File: src/rtl/slot_rng_system.sv
// Three-reel slot symbol generator: one 8-bit Fibonacci LFSR per reel, advanced
// while the spin button is held; the low three bits become the registered symbols.
module slot_rng_system #(
    parameter logic [7:0] SEED1 = 8'hA5,
    parameter logic [7:0] SEED2 = 8'h3C,
    parameter logic [7:0] SEED3 = 8'h5E
) (
    input  logic       clk,
    input  logic       reset,
    input  logic       button_press,
    output logic [2:0] rng1,
    output logic [2:0] rng2,
    output logic [2:0] rng3
);

    // x^8+x^6+x^5+x^4+1; the all-zero state would lock up, so it escapes to 8'h01.
    function automatic logic [7:0] lfsr_next(input logic [7:0] state);
        logic [7:0] result;
        if (state == 8'h00) begin
            result = 8'h01;
        end else begin
            result = {state[6:0], state[7] ^ state[5] ^ state[4] ^ state[3]};
        end
        return result;
    endfunction

    logic [7:0] lfsr1, lfsr2, lfsr3;
    logic [7:0] next1, next2, next3;

    always_comb begin
        next1 = lfsr_next(lfsr1);
        next2 = lfsr_next(lfsr2);
        next3 = lfsr_next(lfsr3);
    end

    // NOTE: state uses non-blocking assignments so every reel samples the
    // pre-edge LFSR values, independent of statement order.
    always_ff @(posedge clk or negedge reset) begin
        if (!reset) begin
            lfsr1 <= SEED1;
            lfsr2 <= SEED2;
            lfsr3 <= SEED3;
            rng1  <= 3'b000;
            rng2  <= 3'b000;
            rng3  <= 3'b000;
        end else if (button_press) begin
            lfsr1 <= next1;
            lfsr2 <= next2;
            lfsr3 <= next3;
            rng1  <= next1[2:0];
            rng2  <= next2[2:0];
            rng3  <= next3[2:0];
        end
    end

endmodule

File: config.mk
export PLATFORM = sky130hd
export DESIGN_NAME = slot_rng_system
export DESIGN_NICKNAME = d
export VERILOG_FILES = /design/src/rtl/slot_rng_system.sv
export SDC_FILE = /design/constraint.sdc
export NUM_CORES = 1
export LEC_CHECK = 0
export BUFFER_PORTS_ARGS = -buffer_cell sky130_fd_sc_hd__clkbuf_2
export CORE_ASPECT_RATIO = 1.4
export CORE_MARGIN = 3
export CORE_UTILIZATION = 35
export DETAILED_ROUTE_END_ITERATION = 8
export PLACE_DENSITY = 0.57
export REMOVE_ABC_BUFFERS = 1
export SYNTH_ARGS = -nofsm -noshare
export SYNTH_HDL_FRONTEND = slang
export SYNTH_SLANG_ARGS = --single-unit
File: constraint.sdc
create_clock -name clk -period 2.7 [get_ports clk]
set_input_delay 0.135 -clock clk [delete_from_list [all_inputs] [get_ports clk]]
set_output_delay 0.135 -clock clk [all_outputs]
set_load 0.02 [all_outputs]
==> impl_summary.log <==
INFO  metric worstSetupStartpointType = flip-flop
INFO  metric antenna_nets_post_route = 0
INFO  metric core-area = 0.003378 mm2
INFO  metric combinational_family_with_the_most_area_after_synthesis = multiplexers
INFO  metric grt_pass1_vias = 780
INFO  metric cts.path.max_buffers = 2
INFO  metric drive_above_1_share = 0.4286
INFO  metric antenna-diode-count = 0
INFO  metric timing.critical_path.fanout_max = 3
INFO  metric hold_viol = 0
INFO  metric dieWidth = 56.36 um
INFO  metric detail_route.first_pass.iterations = 4
INFO  metric endpoint_kind = flip-flop
INFO  metric synthMuxAreaShare = 0.1541
INFO  metric tritoncts = built
INFO  metric post-dp-hpwl = 1264 um
INFO  metric routed_via_density = 4.770
INFO  metric initial_utilization = 0.3678
INFO  metric cts_setup_buffers = 0
INFO  metric gr-usage-met3 = 0.03559
INFO  metric hold_path.class = in2async
INFO  metric area_of_the_multi_input_gates = 414.1 um2
INFO  metric die_h = 76.50 um
INFO  metric synth_seq_cells = 29
INFO  metric timing.reg2reg.setup_slack = 1.56 ns
INFO  metric timing.max_slew.rel_slack = 0.5161
INFO  metric clock_insertion_delay_worst_skew = 0.28 ns
INFO  metric final-setup-viol-count = 0
INFO  metric number_of_buffers_added_by_the_clock_tree_synthesis_step = 5
INFO  metric seq_area_frac_synth = 0.5972
INFO  metric timing.critical_path.required = 2.82 ns
INFO  metric tightest_slew = 0.7259 ns
INFO  metric fin_util = 0.4096
INFO  metric p_leak = 0.5987 nW
INFO  metric period_minus_slack = 1.144 ns
INFO  metric grt_setup_unrepaired = false
INFO  metric crit-reg2reg-launch = lfsr1[7]$_DFFE_PN1P_
INFO  metric use_met1 = 0.1200
INFO  metric first_pass_grt_wire_length = 3560 um
INFO  metric path_clk_slew = 0.06 ns
INFO  metric max_clock_freq = 874.4 MHz
INFO  metric power_density = 1217 mW/mm2
INFO  metric antenna_found_initial = 0
INFO  metric detail_route.drc_violations = 0
INFO  metric worstRegToRegCells = 3
INFO  metric clk_root_buffer_cell = sky130_fd_sc_hd__clkbuf_8
INFO  metric synth_compound_area_frac = 0.05237
INFO  metric grt-busiest-layer = met2
INFO  metric wirelength = 1883 um
INFO  metric overflow = 0
INFO  metric num_rows = 25
INFO  metric synth-simple-area-share = 0.06344
INFO  metric area.sequential = 742.0 um2
INFO  metric floorplan.die_area = 0.004311 mm2
INFO  metric gp_routability_congestion = 0.7231
INFO  metric worst-setup-path-type = reg2reg
INFO  metric worstReg2RegEnd = rng1[0]$_DFFE_PN0P_
INFO  metric yosysWarnings = 0
INFO  metric cp-startpoint = lfsr1[7]$_DFFE_PN1P_
INFO  metric post_drt_wl_per_cell = 12.39 um
INFO  metric grt_start_max_net_pins = 38
INFO  metric h-tree-depth = 2
INFO  metric netlist-cell-type-count = 14
INFO  metric post_synth_xor_area_fraction = 0.06344
INFO  metric synthAdderAreaFrac = 0
INFO  metric routed-via-count = 725
INFO  metric met2_usage = 0.1721
INFO  metric num_io_pins = 12
INFO  metric result_of_the_run = completed
INFO  metric syn-cell-area = 0.001242 mm2
INFO  metric clock-skew-final = 0.006267 ns
INFO  metric postSynthAreaPerCell = 12.42 um2
INFO  metric drt-initial-drc-count = 20
INFO  metric num-nets-final = 114
INFO  metric irDropWorstVdd = 0.0003922 V
INFO  metric filler_cell_count_in_the_final_layout = 337
INFO  metric cp_data_arrival_time = 1.26 ns
INFO  metric final-max-slew-violation-count = 0
INFO  metric drv.max_cap_violation_count = 0
INFO  metric min_period_over_period = 0.4236
INFO  metric post_synth_inst_count = 100
INFO  metric totalNegativeSetupSlack = 0 ns
INFO  metric portBuffers = 11
INFO  metric track_usage = 0.1102
INFO  metric area_delta_synth_final = 11.38%
INFO  metric clk_sink_count = 29
report_power, final:
| part | switching [mW] | internal [mW] | leakage, nW |
|---|---|---|---|
| Sequential | 0.168 | 0.684 | 0.324 |
| Clock | 0.154 | 0.178 | 0.0450 |
| Combinational | 0.243 | 0.257 | 0.230 |
cell type report:
class / instances / share of cell area
clock buffer: 6 / 0.05244
clock inverter: 2 / 0.007233
inverter: 8 / 0.02170
multi-input combinational: 55 / 0.2993
sequential: 29 / 0.5362
tap: 40 / 0.03617
timing repair buffer: 12 / 0.04702
worst max path at each step:
stage | depth (start not counted) | endpoint | slack (ns)
final | 3 | rng1[0]$_DFFE_PN0P_ | 1.56
after global routing | 3 | rng3[0]$_DFFE_PN0P_ | 1.45
after CTS | 3 | rng1[0]$_DFFE_PN0P_ | 1.55
after detailed placement | 2 | lfsr2[6]$_DFFE_PN0P_ | 1.47
after global placement | 2 | lfsr1[4]$_DFFE_PN0P_ | 1.50
after floorplan | 3 | rng1[0]$_DFFE_PN0P_ | 1.64
layout by cell type, fill, tap and decap left out, drive strengths merged:
cell / netlist / routed
dlygate4sd3: 0 / 1
nor2: 4 / 4
xnor2: 3 / 3
inv: 8 / 8
dfrtp: 16 / 16
nand2: 7 / 7
dfstp: 13 / 13
clkinv: 0 / 2
a31oi: 4 / 4
clkbuf: 0 / 17
xor2: 6 / 6
o21ai: 8 / 8
nor4: 6 / 6
mux2: 17 / 17
per-layer routing:
| layer | wire (um) | vias up |
|---|---|---|
| li1 | - | 355 |
| met1 | 726 | 349 |
| met2 | 1004 | 15 |
| met3 | 78 | 6 |
| met4 | 72 | 0 |
| met5 | 0 | - |
cells by family (layout without fill, tap and decap cells):
group	Yosys count	count (layout)
xor gates and xnor gates	9	9
muxes	17	17
buffers and inverters	16	28
and+or+nand+nor	17	17
DFF	29	29
AOI/OAI and AO/OA	12	12
flip-flops by register name, summed over array words and instances (netlist names):
signal / cells
lfsr1: 7
rng2: 3
lfsr2: 6
lfsr3: 7
rng3: 3
rng1: 3
critical path, stage by stage (launching register included):
cell and delay, ns:
sky130_fd_sc_hd__dfstp_2 0.55, sky130_fd_sc_hd__xor2_1 0.18, sky130_fd_sc_hd__xnor2_1 0.16, sky130_fd_sc_hd__a31oi_1 0.10
cells in the mapped netlist:
| master | number | area (um2) |
|---|---|---|
| sky130_fd_sc_hd__nor4_1 | 6 | 37.54 |
| sky130_fd_sc_hd__o21ai_0 | 8 | 40.04 |
| sky130_fd_sc_hd__buf_6 | 1 | 11.26 |
| sky130_fd_sc_hd__mux2_2 | 17 | 191.4 |
| sky130_fd_sc_hd__buf_2 | 3 | 15.01 |
| sky130_fd_sc_hd__buf_4 | 4 | 30.03 |
| sky130_fd_sc_hd__xnor2_1 | 3 | 26.28 |
| sky130_fd_sc_hd__nor2_1 | 4 | 15.01 |
| sky130_fd_sc_hd__xor2_1 | 6 | 52.55 |
| sky130_fd_sc_hd__dfrtp_1 | 16 | 400.4 |
| sky130_fd_sc_hd__dfstp_2 | 13 | 341.6 |
| sky130_fd_sc_hd__nand2_1 | 7 | 26.28 |
| sky130_fd_sc_hd__inv_1 | 8 | 30.03 |
| sky130_fd_sc_hd__a31oi_1 | 4 | 25.02 |
through the flow:
stage	setup WS (ns)	cells	area, um2	total power, mW	hold slack (ns)
after floorplan	1.638	92	1186	1.210	-0.1606
after global placement	1.500	143	1291	1.344	0.1953
after detailed placement	1.470	143	1291	1.372	0.2120
after CTS	1.549	152	1384	1.720	0.4424
after global routing	1.452	152	1384	1.835	0.4878
final	1.556	152	1384	1.684	0.4280
timing repair:
action,in CTS,in global routing
hold buffers,1,0
resized for setup,0,0
endpoints found under the hold margin,16,0
(Power assumes the default switching activity.)
